--- config.mk ---
export PLATFORM = sky130hd
export DESIGN_NAME = fetch_ctrl
export DESIGN_NICKNAME = d
export VERILOG_FILES = /design/src/rtl/fetch_ctrl_pkg.sv /design/src/rtl/fetch_ctrl.sv
export SDC_FILE = /design/constraint.sdc
export NUM_CORES = 1
export LEC_CHECK = 0
export ABC_AREA = 1
export ABC_CLOCK_PERIOD_IN_PS = 7480
export BUFFER_PORTS_ARGS = -buffer_cell sky130_fd_sc_hd__clkbuf_2
export CORE_UTILIZATION = 30
export CTS_BUF_LIST = sky130_fd_sc_hd__clkbuf_8
export DETAILED_ROUTE_END_ITERATION = 16
export PLACE_DENSITY = 0.59
export SYNTH_ARGS = -nofsm -noshare
export SYNTH_HDL_FRONTEND = slang
export SYNTH_SLANG_ARGS = --single-unit
--- constraint.sdc ---
create_clock -name clk -period 7.48 [get_ports clk]
set_input_delay 1.496 -clock clk [delete_from_list [all_inputs] [get_ports clk]]
set_output_delay 1.496 -clock clk [all_outputs]
set_load 0.02 [all_outputs]
--- src/rtl/fetch_ctrl_pkg.sv ---
// Shared fetch types: data-width aliases, fetch FSM states and the default boot address.
package fetch_ctrl_pkg;

    typedef logic [63:0] u64;
    typedef logic [31:0] u32;

    typedef enum logic [1:0] {
        S_IDLE,
        S_REQ,
        S_HOLD,
        S_DROP
    } fetch_state_t;

    localparam u64 DEFAULT_RESET_PC = 64'h8000_0000;

endpackage

--- src/rtl/fetch_ctrl.sv ---
// Head of the fetch stage: owns the architectural PC, issues one instruction-bus request at a time,
// buffers the returned word for decode and discards words made stale by a branch redirect.
module fetch_ctrl
    import fetch_ctrl_pkg::*;
#(
    parameter u64 RESET_PC = DEFAULT_RESET_PC
) (
    input  logic        clk,
    input  logic        reset,
    output u64          pc,
    output u64          pcplus4,
    input  u64          pc_selected,
    input  logic        branch_taken,
    output logic        req_valid,
    output u64          req_addr,
    input  logic        resp_data_ok,
    input  u32          resp_data,
    output logic        inst_valid,
    output u32          inst,
    output u64          inst_pc,
    input  logic        out_ready
);

    fetch_state_t state_reg;

    // Wraps modulo 2^64; pc[1:0] is carried through untouched.
    assign pcplus4 = pc + 64'd4;

    always_ff @(posedge clk or posedge reset) begin
        if (reset) begin
            state_reg  <= S_IDLE;
            pc         <= RESET_PC;
            req_addr   <= RESET_PC;
            req_valid  <= 1'b0;
            inst_valid <= 1'b0;
            inst       <= '0;
            inst_pc    <= '0;
        end else begin
            case (state_reg)
                S_IDLE: begin
                    req_valid <= 1'b1;
                    state_reg <= S_REQ;
                    if (branch_taken) begin
                        pc       <= pc_selected;
                        req_addr <= pc_selected;
                    end else begin
                        req_addr <= pc;
                    end
                end

                S_REQ: begin
                    if (resp_data_ok && !branch_taken) begin
                        inst       <= resp_data;
                        inst_pc    <= req_addr;
                        pc         <= pc_selected;
                        inst_valid <= 1'b1;
                        req_valid  <= 1'b0;
                        state_reg  <= S_HOLD;
                    end else if (resp_data_ok) begin
                        // Word arrived together with a redirect: drop it and reissue at the target.
                        pc       <= pc_selected;
                        req_addr <= pc_selected;
                    end else if (branch_taken) begin
                        // Bus request must stay stable, so ride it out in S_DROP.
                        pc        <= pc_selected;
                        state_reg <= S_DROP;
                    end
                end

                S_HOLD: begin
                    if (branch_taken) begin
                        inst_valid <= 1'b0;
                        pc         <= pc_selected;
                        req_addr   <= pc_selected;
                        req_valid  <= 1'b1;
                        state_reg  <= S_REQ;
                    end else if (out_ready) begin
                        inst_valid <= 1'b0;
                        req_addr   <= pc;
                        req_valid  <= 1'b1;
                        state_reg  <= S_REQ;
                    end
                end

                S_DROP: begin
                    if (branch_taken) begin
                        pc <= pc_selected;
                    end
                    if (resp_data_ok) begin
                        req_addr  <= branch_taken ? pc_selected : pc;
                        state_reg <= S_REQ;
                    end
                end

                default: begin
                    state_reg <= S_IDLE;
                end
            endcase
        end
    end

endmodule

======== Yosys cells after proc, flatten, opt, wreduce, memory -nomap -nowiden ========
Index checks and enable logic that the tools add are counted.
storage, ports and cells
  logic and storage cells ................. 54
  bits in registers ....................... 228
  output and inout port bits .............. 290
operators by class
  reductions and logical operators ........ 11
  multiplexer cells ....................... 25
  add/subtract/negate cells ............... 1
  equality and inequality tests ........... 10
operator list
  cell                   count
  $mux 64                8
  $pmux 64 s4            1
  $pmux 64 s2            1
  $add 64x3->64 const B  1
  $mux 2                 6
  $ne 3x3->1 const B     3
  $ne 2x2->1 const B     4
  $pmux 2 s4             1
  $reduce_and 4->1       2
  $mux 1                 6
  $reduce_and 3->1       2
  $eq 2x2->1 const B     2
  $pmux 1 s3             1
  $reduce_bool 3->1      1
  $reduce_or 3->1        1
  $eq 2x1->1 const B     1
  $logic_not 2->1        1
  $pmux 1 s2             1
  $reduce_and 2->1       1
  $reduce_bool 2->1      1
  $logic_and 1x1->1      1
  $logic_not 1->1        1

======== Longest topological paths before layout ========
  depth after elaboration ................. 4
  depth in mapped cells ................... 10
  mapped depth without buffers ............ 10

======== Worst setup path before layout ========
No wires, ideal clock.
  path type ............................... register to output
  start ................................... register pc[3]
  end ..................................... output port pcplus4[22]
  cell stages (with the launch flop) ...... 8
  arrival ................................. 1.716 ns
  buffers on the path ..................... 0
  path slack .............................. 4.268 ns
  cells stage by stage .................... dfrtp_1 > ha_1 > nand2_1 > nor2_4 > nand2_2 > nor2_4 > nand2_1 > xor2_1
between the ends
  word-level cells in the longest chain between the ends .. 1
RTL lines
  element                   line              RTL
  start: declaration        fetch_ctrl.sv:10  output u64 pc,
  start signal: assignment  fetch_ctrl.sv:44  pc <= pc_selected;
  start signal: assignment  fetch_ctrl.sv:55  pc <= pc_selected;
  start signal: assignment  fetch_ctrl.sv:61  pc <= pc_selected;
  $add 64x3->64             fetch_ctrl.sv:27  assign pcplus4 = pc + 64'd4;
  end: declaration          fetch_ctrl.sv:11  output u64 pcplus4,
Every way passes these cells.

======== Worst setup path in the final report ========
Same ends and word-level chain as after synthesis.

==> impl_metrics.toml <==
[critical_path]
path_buf_inv = 1
regToRegEndpoint = "inst_valid$_DFFE_PP0P_"
ff2ff_setup_slack_ns = 4.16
end_kind = "output port"
critPathArrivalTime_ns = 2.88
cp.required_ns = 5.98
rr_startpoint = "state_reg[1]$_DFFE_PP0P_"
reg2reg_depth = 9
crit_path_start_kind = "register"
crit_chain = "ha_1, nand2_1, nor2_4, nand2_2, nor2_4, nand2_1, xor2_1, clkbuf_2"
worst_path_max_delay_cell = "xor2_1"
critPathKind = "register to output port"
crit_family = "simple AND/OR/NAND/NOR gates"
cp_max_fo = 8
cp_slowest_stage_delay_ns = 0.52

[final_layout]
reg.largest.list = "inst_pc: 64 flops, pc: 64 flops, req_addr: 64 flops"
area_delta_synth_final_pct = 27.4
drive_gt1_frac = 0.230
stdcell_area_sq_um = 15400
layout.cells.non_filler = 2629
fillerInstances = 4285
nets = 2172

[pwr]
vdd_drop_max_uv = 200
comb_power_share = 0.494
p_per_area_nw_per_um2 = 498
clkPwrFrac = 0.180
p_sw_mw = 3.92
internal_power_mw = 3.74
total_power_mw = 7.66
p_leak_nw = 8.32
p_sw_frac = 0.511
power_frac_seq = 0.326

[global_route]
use_met2 = 0.357
top_usage_layer = "met2"
grt_first_pass_wirelength_mm = 72.0
grt_overflow = 0
use_met3 = 0.0576
use_met1 = 0.308
grt_use_total = 0.229
antenna_found_initial = 3
grt_pass1_vias = 12200
grt_max_degree = 122

[drt]
avgViaCountPerCell = 4.81
drtIter0Drc = 783
route.detailed.drc = 0
via_count = 12600
drtPass1Iterations = 5
routed_wl_mm = 47.5
ant_nets = 0
wire_per_inst_microns = 18.1

[hold_path]
hold_depth = 2
min-delay-start = "inst_pc[48]$_DFFE_PP0N_"
min_to = "inst_pc[48]$_DFFE_PP0N_"
hold_path_class = "register to register"

[die]
io_pins = 391
core_area_sq_um = 39700
die_area_sq_um = 41100
row_count = 73
fp.dieW_microns = 203
initial_utilization = 0.304
die_height_microns = 203

[synthesis]
syn_inst = 1708
yosys_register_bits = 228
syn_area_sq_um = 12100
syn_nets = 1810
synth_seq_area_share = 0.473
synth_warnings = 0
syn_avg_cell_area_sq_um = 7.07
ys_types = 26

[sta]
rsz0062_at_grt = "false"
fin_setup_tns_ns = 0
relSlewSlack = 0.195
setup_viol = 0
tightest_slew_ns = 1.21
fin_ws_ns = 3.11
slew_viol_final = 0
finalCritPeriodShare = 0.584
fmax_mhz = 229
finalHoldViolCount = 0
fin_skew_ns = 0.0208
period_needed_ns = 4.37

[place]
pre_cts_slack_ns = 3.50
place.gp.congestion = 0.884
place_inst = 2549
numPortBuffers = 390
dp_hpwl_mm = 34.9
placed_area_sq_um = 14400

[clocking]
cts-htree-levels = 2
clkLatencyLatePin_ns = 0.60
cts_resized = 0
cts_made_buffers = 44
cts_tree = "done"
cts.path.max_buffers = 3
cts_root_buf = "clkbuf_8"
cts.clk_slew.worst_paths_ns = 0.06
cts_sinks = 228
post_cts_buffers = 0
holdBufCountCts = 0

[flow_run]
cap_violations = 0

[status]
status = "finished clean"
-- cell usage in the layout (no fill, tap or decap), drive strengths merged --
| cell type | synthesis | layout |
|---|---|---|
| a21oi | 112 | 112 |
| buf | 52 | 9 |
| bufinv | 0 | 4 |
| clkbuf | 31 | 446 |
| clkinv | 0 | 4 |
| clkinvlp | 0 | 2 |
| dfrtp | 226 | 226 |
| dfstp | 2 | 2 |
| diode | 0 | 1 |
| ha | 1 | 1 |
| inv | 148 | 161 |
| nand2 | 708 | 708 |
| nand3 | 14 | 14 |
| nand3b | 2 | 2 |
| nand4 | 9 | 9 |
| nor2 | 128 | 128 |
| o211ai | 16 | 16 |
| o21ai | 227 | 227 |
| o311ai | 1 | 1 |
| xnor2 | 4 | 4 |
| xor2 | 27 | 27 |
-- power by group through the flow --
stage / Clock, mW / Combinational, mW / Sequential (mW)
2_1_floorplan: 0 / 1.74 / 3.00
3_3_place_gp: 0 / 3.77 / 2.50
3_5_place_dp: 0 / 3.81 / 2.51
4_1_cts: 1.42 / 3.83 / 2.50
5_1_grt: 1.48 / 4.17 / 2.59
6_report: 1.38 / 3.78 / 2.50
-- worst max-delay path by stage --
stage	from	to	slack (ns)	cells after the start
after floorplan	reset	inst[0]$_DFFE_PP0N_	3.01	1
after global placement	branch_taken	inst_valid$_DFFE_PP0P_	3.62	7
after detailed placement	branch_taken	inst_valid$_DFFE_PP0P_	3.50	7
after CTS	pc[3]$_DFF_PP0_	pcplus4[22]	3.14	8
after global routing	pc[18]$_DFF_PP0_	pcplus4[62]	2.92	9
final	pc[3]$_DFF_PP0_	pcplus4[22]	3.11	8
-- synthesized netlist by cell type, drive strengths merged --
master  count  area, sq um
nor2      128          510
nand3b      2         15.0
inv       148          556
xor2       27          236
o21ai     227         1150
o211ai     16          120
nand2     708         2670
dfrtp     226         5660
nand4       9         56.3
clkbuf     31          116
buf        52          257
xnor2       4         35.0
a21oi     112          561
nand3      14         70.1
dfstp       2         52.6
o311ai      1         8.76
ha          1         12.5
-- metrics by stage --
stage	hold slack (ns)	util
global placement	0.461	0.363
floorplan	0.498	-
global route	0.493	0.387
finish	0.475	0.387
detailed placement	0.465	0.363
CTS	0.480	0.387
-- worst reg2reg max path, delay by kind of cell, from the launching register on --
kind / cells / cell delay, ns
buffers and inverters: 5 / 1.71
AND/OR/NAND/NOR: 3 / 1.02
AO/OA/AOI/OAI: 1 / 0.14
flip-flops: 1 / 0.38
-- layout make-up --
cell class / count / area (sq um) / area share
sequential: 228 / 5710 / 0.371
antenna: 1 / 2.50 / 0.000163
tap: 525 / 657 / 0.0427
timing repair buffer: 399 / 2030 / 0.132
clock buffer: 56 / 771 / 0.0501
inverter: 148 / 561 / 0.0364
clock inverter: 23 / 199 / 0.0129
multi-input combinational: 1249 / 5460 / 0.355
-- kinds of logic (layout without fill, tap and decap cells) --
logic type	Yosys count	count (layout)	share of synthesized area
fa+ha+maj	1	1	0.00104
simple gates	861	861	0.275
flops	228	228	0.473
compound gates	356	356	0.152
other cells	0	1	0
xor+xnor	31	31	0.0225
buf+inv	231	626	0.0769
-- metal layers --
layer	part of all wire	up-vias	wire (microns)
met5	0	-	0
met4	0.033	0	1560
met3	0.071	82	3370
met2	0.44	430	21000
met1	0.45	6017	21500
li1	-	6117	-
(Power assumes the default switching activity.)
